### src/rtl/branch_cond_unit.sv
// Per-cycle branch condition evaluation for a group of LANES instructions against NZCV flags.
// Produces registered execute/squash masks, taken-branch info, committed flags and a taken counter.
module branch_cond_unit #(
    parameter int unsigned LANES = 2,
    parameter int unsigned CNT_W = 16,
    localparam int unsigned TL_W = (LANES > 1) ? $clog2(LANES) : 1
) (
    input  logic                 clk,
    input  logic                 reset,
    input  logic                 stall,
    input  logic                 flag_we,
    input  logic [3:0]           flag_in,
    input  logic [LANES-1:0]     in_valid,
    input  logic [4*LANES-1:0]   in_cond,
    input  logic [LANES-1:0]     in_branch,
    output logic [LANES-1:0]     out_exec,
    output logic [LANES-1:0]     out_squash,
    output logic                 out_taken,
    output logic [TL_W-1:0]      out_taken_lane,
    output logic [3:0]           ccr,
    output logic [CNT_W-1:0]     taken_count
);

    // Flag order is {N,Z,C,V} = [3:0].
    function automatic logic cond_true(input logic [3:0] c, input logic [3:0] f);
        logic n, z, cy, v;
        n  = f[3];
        z  = f[2];
        cy = f[1];
        v  = f[0];
        unique case (c)
            4'b0000: cond_true = z;
            4'b0001: cond_true = !z;
            4'b0010: cond_true = cy;
            4'b0011: cond_true = !cy;
            4'b0100: cond_true = n;
            4'b0101: cond_true = !n;
            4'b0110: cond_true = v;
            4'b0111: cond_true = !v;
            4'b1000: cond_true = cy & !z;
            4'b1001: cond_true = !cy | z;
            4'b1010: cond_true = (n == v);
            4'b1011: cond_true = (n != v);
            4'b1100: cond_true = !z & (n == v);
            4'b1101: cond_true = z | (n != v);
            4'b1110: cond_true = 1'b1;
            default: cond_true = 1'b0;
        endcase
    endfunction

    logic [3:0]       w_flags;
    logic [LANES-1:0] w_exec;
    logic [LANES-1:0] w_squash;
    logic             w_taken;
    logic [TL_W-1:0]  w_taken_lane;

    logic [LANES-1:0] r_exec;
    logic [LANES-1:0] r_squash;
    logic             r_taken;
    logic [TL_W-1:0]  r_taken_lane;
    logic [3:0]       r_ccr;
    logic [CNT_W-1:0] r_cnt;

    assign w_flags = flag_we ? flag_in : r_ccr;

    // Scan oldest to youngest; once a taken branch is seen, every younger lane is killed.
    always_comb begin
        logic v_kill;
        logic v_pass;
        v_kill       = 1'b0;
        w_exec       = '0;
        w_squash     = '0;
        w_taken_lane = '0;
        for (int i = 0; i < int'(LANES); i++) begin
            v_pass      = in_valid[i] & cond_true(in_cond[4*i +: 4], w_flags);
            w_exec[i]   = v_pass & ~v_kill;
            w_squash[i] = in_valid[i] & v_kill;
            if (v_pass && in_branch[i] && !v_kill) begin
                v_kill       = 1'b1;
                w_taken_lane = TL_W'(i);
            end
        end
        w_taken = v_kill;
    end

    always_ff @(posedge clk) begin
        if (reset) begin
            r_exec       <= '0;
            r_squash     <= '0;
            r_taken      <= 1'b0;
            r_taken_lane <= '0;
            r_ccr        <= '0;
            r_cnt        <= '0;
        end else if (!stall) begin
            r_exec       <= w_exec;
            r_squash     <= w_squash;
            r_taken      <= w_taken;
            r_taken_lane <= w_taken_lane;
            if (flag_we) begin
                r_ccr <= flag_in;
            end
            if (w_taken && (r_cnt != {CNT_W{1'b1}})) begin
                r_cnt <= r_cnt + 1'b1;
            end
        end
    end

    assign out_exec       = r_exec;
    assign out_squash     = r_squash;
    assign out_taken      = r_taken;
    assign out_taken_lane = r_taken_lane;
    assign ccr            = r_ccr;
    assign taken_count    = r_cnt;

endmodule

### config.mk
export PLATFORM = sky130hd
export DESIGN_NAME = branch_cond_unit
export DESIGN_NICKNAME = d
export VERILOG_FILES = /design/src/rtl/branch_cond_unit.sv
export SDC_FILE = /design/constraint.sdc
export NUM_CORES = 1
export LEC_CHECK = 0
export ABC_CLOCK_PERIOD_IN_PS = 7100
export BUFFER_PORTS_ARGS = -buffer_cell sky130_fd_sc_hd__buf_2
export CAP_MARGIN = 20
export CORE_ASPECT_RATIO = 0.75
export CORE_MARGIN = 8
export CORE_UTILIZATION = 56
export DETAILED_ROUTE_END_ITERATION = 8
export MAX_ROUTING_LAYER = met4
export PLACE_DENSITY_LB_ADDON = 0.05
export SETUP_SLACK_MARGIN = 0.3
export SYNTH_ARGS = -nofsm -noshare
export SYNTH_HDL_FRONTEND = slang
export SYNTH_SLANG_ARGS = --single-unit
### constraint.sdc
create_clock -name clk -period 7.1 [get_ports clk]
set_input_delay 1.065 -clock clk [delete_from_list [all_inputs] [get_ports clk]]
set_output_delay 1.065 -clock clk [all_outputs]
set_load 0.1 [all_outputs]
==> results of run 1 <==
Yosys cell counts, types with 4 or more instances:
cell	number
mux2i_1	9
nor3b_1	4
o21ai_0	7
nor2_1	23
or4_1	5
a21oi_1	10
nand2_1	18
clkbuf_1	5
nand2b_1	5
nand3_1	8
inv_1	10
or3_1	9
o21a_1	4
nor3_1	5
mux2_2	4
dfxtp_1	25
worst min-delay path: cells and delay by family, from the launching register on:
family	cells	cell delay [ps]
flip-flops	1	340
AND/OR/NAND/NOR	1	70
AO/OA/AOI/OAI	1	60
area by class of cell:
| class | instances | area (µm²) |
|---|---|---|
| multi-input combinational | 170 | 1130 |
| fill | 271 | 953 |
| sequential | 25 | 500 |
| timing repair buffer | 44 | 220 |
| tap | 38 | 47.5 |
| clock buffer | 3 | 41.3 |
| inverter | 10 | 37.5 |
| clock inverter | 1 | 7.51 |
per-layer routing:
| metal | track usage [%] | routed length [µm] | up-vias |
|---|---|---|---|
| met1 | 26.4 | 2140 | 796 |
| met2 | 23.6 | 1800 | 69 |
| met5 | - | 0 | - |
| met3 | 4.75 | 470 | 6 |
| met4 | 4.30 | 46 | 0 |
| li1 | - | - | 876 |
worst min-delay path by stage:
stage	slack, ps	endpoint	start	cells after the start
finish	500	out_exec[1]	out_exec[1]	2
global route	540	out_exec[1]	out_exec[1]	2
CTS	500	out_exec[1]	out_exec[1]	2
detailed placement	480	out_exec[1]	out_exec[1]	2
global placement	470	out_taken	out_taken	2
floorplan	940	taken_count[5]	taken_count[5]	2
power breakdown:
part           internal, mW  switching (mW)
logic                0.0244          0.0572
clock network        0.0398          0.0460
registers             0.143         0.00394
per-stage QoR:
step	power (mW)	area (µm²)	std cells
floorplan	0.213	1730	216
global placement	0.230	1930	287
detailed placement	0.231	1930	287
CTS	0.316	1980	291
global route	0.331	1980	291
finish	0.314	1980	291
logic make-up after synthesis:
| family | Yosys count |
|---|---|
| mux | 15 |
| flops | 25 |
| xor+xnor | 4 |
| buf+inv | 21 |
| simple gates | 97 |
| other cells | 1 |
| compound gates | 52 |
| fa+ha+maj | 1 |
registers in the layout, indices dropped and copies added, names as in the netlist:
| name | cells |
|---|---|
| out_squash | 1 |
| out_taken | 1 |
| ccr | 4 |
| out_taken_lane | 1 |
| taken_count | 16 |
| out_exec | 2 |
==> impl_results.md, run 1 <==
* Post-CTS Hold Fix Bufs at 0
* Adder-Cell Fraction of Synth Area at 0.724%
* Dpl hpwl at 3450 µm
* Longest Clk Path Bufs at 2
* Drt via density at 6.00
* Gr ovfl total at 0
* Gr usage total at 18.1%
* Top post-synthesis cells by area: dfxtp_1 29%, mux2i_1 5.2%, nor2_1 5.0%
* Syn_nets at 237
* Post-route worst setup slack at 3790 ps
* Most frequent cells in the layout: 44 x buf_2, 25 x dfxtp_1, 23 x nor2_1
* Most common cell after layout, fill and taps aside: buf_2
* Buf/Inv on CP at 1
* Drt initial violations at 192
* Post-synthesis compound-gate area fraction at 21.4%
* Core area at 0.00294 mm²
* PD cells at 159 mW/mm²
* Clock H-tree levels at 1
* Clk slew on worst S/H paths at 90 ps
* Reg2reg end: taken_count[5]
* Worst-path cell with the longest stage delay: or4_1
* Largest area contributor in the netlist: dfxtp_1
* Post-route ant nets at 0
* Critical Path End: taken_count[5]
* Min-Delay Path Class: flip-flop to flip-flop
* Setup TNS after final layout at 0 ps
* RSZ-0062 raised after global routing: no
* Number of distinct library cells after synthesis at 56
* Largest net degree at the start of global routing at 27
* Top-area cell type share of the netlist area at 29.0%
* Die height at 64.1 µm
* Critical path, cell by cell: buf_2 > xnor2_1 > a32oi_1 > mux2i_1 > o21ba_2 > o21bai_1 > a21o_1 > or4_1 > a21oi_1
* Peak supply drop at 112 µV
* Boundary pin count at 46
* Mux contribution to synthesized area at 10.4%
* Initial antenna violation count at 0
* Reg2reg setup slack at 4250 ps
* DRC at 0
* Worst skew pair latency at 270 ps
* Pre-Repair DR Iteration Count at 4
* Top Family by Delay on Critical Path: compound AO/OA/AOI/OAI gates
* F_max at 0.302 GHz
* CTS sink count at 25
* Primary FF master, synth: dfxtp_1
* Vias in the first global route at 1612
* Final setup vio count at 0
* Largest family of logic cells by synthesized area: simple AND/OR/NAND/NOR gates
* First-pass GRT wire length at 7550 µm
* Post-synth EDFFs at 0
* Hold Fails Final Rpt at 0
* WL per Instance at 15.3 µm
* RR Startpoint: ccr[3]
* Final core area utilization at 67.5%
* Synth Area per Inst at 8.00 µm²
* Die area at 0.00514 mm²
* Post-Synth XOR/XNOR Area at 2.03%
* Row cnt at 17
* Post-CTS setup buffers at 0
* Synth Cell Area at 0.00173 mm²
* R2R depth at 8
* Worst clock skew at 8.55 ps
* Vias at 1747
* Synth-to-layout area growth at 14.7%
* Max incr delay on CP at 520 ps
* Final period util at 46.6%
* Port Buffers at 44
* Part of the Yosys area used for sequential elements at 29.0%
* Mapped Cells at 216
* Slew Viols, Final at 0
* Routed WL at 4460 µm
* CTS root buf: clkbuf_8
* Critical path peak fanout at 16
* Ys Warns at 0
* Leakage at 0.859 nW
* DIE WIDTH at 80.1 µm
* Antenna diodes at 0
* Nets at 275
* Pre-CTS WS at 3510 ps
* Cts repair resizes at 0
* Kind of start point of the critical path: input pin
* Crit end category: flip-flop
* Starting density of the core at 58.9%
* Hold_ws at 500 ps
* Max-Cap Viols at 0
* #FFs+latches synth at 25
* CTS tree: yes
* Total CTS buffers at 3
* Simple-gate portion of the synthesized area at 30.4%
* Min Tclk post-route at 3310 ps
* Gp weighted congestion at 0.923
* Async set-reset flop share out of synthesis at 0%
* Share of cells above drive strength 1 at 22.9%
* Critical path type: input pin to flip-flop
* CP Launch Point: flag_in[0]
* Status: finished clean
* WP data arrival at 3510 ps
* Critical Path RT at 7300 ps
* Critical Path Stages at 9
(Power assumes the default switching activity.)
==> run 2, diff against run 1 <==
ABC_CLOCK_PERIOD_IN_PS = 3330   (was 7100)
CORE_UTILIZATION = 52   (was 56)
clock period = 3.33 ns   (was 7.1 ns; I/O delays follow)
==> run 2 against run 1 <==
Compared with the run above:
- die area grew 5.9%
- core utilization fell by 6.1 points
- sequential cell count unchanged
- combinational power is 110% higher
- worst setup slack lost 3200 ps
- non-clock buffer count grew 1
- cell count grew 1.0%
- largest cell class unchanged
- critical path type unchanged
- sequential share of layout area increased by 0.11 points
- design area is 0.57% higher
- clock skew is 6.0 ps lower
==> impl_results.md, run 2 (synthesis results as in run 1) <==
* Critical path, cell by cell: buf_2 > xnor2_1 > a32oi_1 > mux2i_1 > o21ba_2 > o21bai_1 > a21o_1 > or4_1 > a21oi_1
* F_max at 0.364 GHz
* PD cells at 333 mW/mm² (+110%)
* Max incr delay on CP at 510 ps (about the same)
* Critical Path End: taken_count[5]
* Fill count at 304 (+12%)
* DRC at 0 (unchanged)
* Min Tclk post-route at 2740 ps
* Critical path type: input pin to flip-flop
* Vias in the first global route at 1506 (-6.6%)
* Worst-path cell with the longest stage delay: or4_1
* Nets at 276 (+0.36%)
* Status: finished clean
* CTS tree: yes
* Critical Path RT at 3530 ps (-3770 ps)
* Post-CTS Hold Fix Bufs at 0 (unchanged)
* Row cnt at 18 (+1)
* Vias at 1712 (-2.0%)
* Max FFs per register at 16 (unchanged)
* Kind of start point of the critical path: input pin
* Dpl hpwl at 3340 µm (-3.1%)
* Boundary pin count at 46 (unchanged)
* Setup TNS after final layout at 0 ps (unchanged)
* CTS sink count at 25 (unchanged)
* Peak supply drop at 312 µV (+180%)
* Die area at 0.00544 mm² (+5.9%)
* Total CTS buffers at 3 (unchanged)
* Clk slew on worst S/H paths at 80 ps (about the same)
* CP Launch Point: flag_in[0]
* Max-Cap Viols at 0 (unchanged)
* First-pass GRT wire length at 7020 µm (-6.9%)
* Initial antenna violation count at 0 (unchanged)
* Core area at 0.00324 mm² (+10%)
* Most common cell after layout, fill and taps aside: buf_2
* Post-route ant nets at 0 (unchanged)
* Reg2reg setup slack at 610 ps (-3640 ps)
* Gp weighted congestion at 0.870 (-5.7%)
* Clock H-tree levels at 1 (unchanged)
* Cts repair resizes at 0 (unchanged)
* Die height at 65.9 µm (+2.8%)
* Crit end category: flip-flop
* DIE WIDTH at 82.6 µm (+3.0%)
* Post-CTS setup buffers at 0 (unchanged)
* Leakage at 0.866 nW (+0.83%)
* Port Buffers at 44 (unchanged)
* Drt initial violations at 155 (-19%)
* Largest net degree at the start of global routing at 27 (unchanged)
* Final setup vio count at 0 (unchanged)
* Share of cells above drive strength 1 at 24.4% (+1.5 points)
* Antenna diodes at 0 (unchanged)
* Pre-Repair DR Iteration Count at 4 (unchanged)
* Longest Clk Path Bufs at 2 (unchanged)
* Max-slew headroom at 66.2%
* WP data arrival at 2940 ps (-570 ps)
* Worst skew pair latency at 260 ps (about the same)
* WL per Instance at 14.6 µm (-4.9%)
* Gr ovfl total at 0 (unchanged)
* Reg2reg end: taken_count[5]
* Worst clock skew at 2.55 ps (-6.00 ps)
* Min-Delay Path Class: input pin to flip-flop
* Power Total at 0.664 mW (+110%)
* Synth-to-layout area growth at 15.4%
* Starting density of the core at 53.3% (-5.6 points)
* Gr usage total at 16.3% (-1.8 points)
* R2R depth at 8 (unchanged)
* Measured slew at the worst slew-check pin at 506 ps
* Final period util at 82.4%
* Drt via density at 5.82 (-3.0%)
* Routed WL at 4280 µm (-3.9%)
* Area of the multi-input gates at 0.00113 mm² (unchanged)
* RSZ-0062 raised after global routing: no
* Hold Fails Final Rpt at 0 (unchanged)
* Total area of sequential cells at 505 µm² (+1.0%)
* CTS root buf: clkbuf_8
* Slew Viols, Final at 0 (unchanged)
* Most frequent cells in the layout: 44 x buf_2, 23 x nor2_1, 21 x dfxtp_1
* Critical path peak fanout at 16 (unchanged)
* RR Startpoint: ccr[3]
==> run 2: changes by cell type in the layout (fill, tap and decap cells not counted) <==
cell        delta
clkinvlp_4     -1
dfxtp_2        +4
buf_4          +1
clkbuf_1       +1
dfxtp_1        -4
==> run 2: per-layer routing <==
| layer | vias up | track usage (%) | routed length, µm |
|---|---|---|---|
| met5 | - | - | 0 |
| met4 | 0 | 2.58 | 15 |
| met3 | 2 | 3.67 | 412 |
| met2 | 58 | 22.9 | 1770 |
| met1 | 777 | 23.4 | 2090 |
| li1 | 875 | - | - |
==> run 2: where the power goes <==
part           switching [mW]  internal, mW
logic                   0.120        0.0530
clock network          0.0906        0.0854
registers             0.00857         0.306
total                   0.219         0.444
==> run 2: cell type report <==
cell class                 instances  share of cell area, %
multi-input combinational        170                   56.6
sequential                        25                   25.4
timing repair buffer              45                   11.4
tap                               40                   2.51
clock buffer                       4                   2.26
inverter                          10                   1.88
==> run 2: worst min-delay path by stage <==
| stage | from | endpoint | slack [ps] | depth (start not counted) |
|---|---|---|---|---|
| final | flag_in[2] | ccr[2] | 500 | 3 |
| after global routing | flag_in[1] | ccr[1] | 500 | 3 |
| after CTS | flag_in[1] | ccr[1] | 490 | 3 |
| after detailed placement | out_taken | out_taken | 480 | 2 |
| after global placement | out_taken | out_taken | 470 | 2 |
| after floorplan | flag_in[1] | ccr[1] | 630 | 2 |
==> run 2: per-stage QoR <==
step | hold WS (ps) | instance area [µm²] | cells | utilization, % | setup slack (ps)
2_1_floorplan | 628 | 1730 | 216 | - | 582
5_1_grt | 504 | 1990 | 294 | 61.5 | 410
4_1_cts | 492 | 1990 | 294 | 61.5 | 598
6_report | 498 | 1990 | 294 | 61.5 | 586
3_5_place_dp | 479 | 1950 | 290 | 60.1 | 314
3_3_place_gp | 474 | 1950 | 290 | 60.1 | 373
==> run 2: critical path, delay by kind of cell <==
kind,cells,cell delay (ps)
buffers and inverters,1,130
AOI/OAI and AO/OA,5,1310
xor gates and xnor gates,1,190
muxes,1,300
and+or+nand+nor,1,510
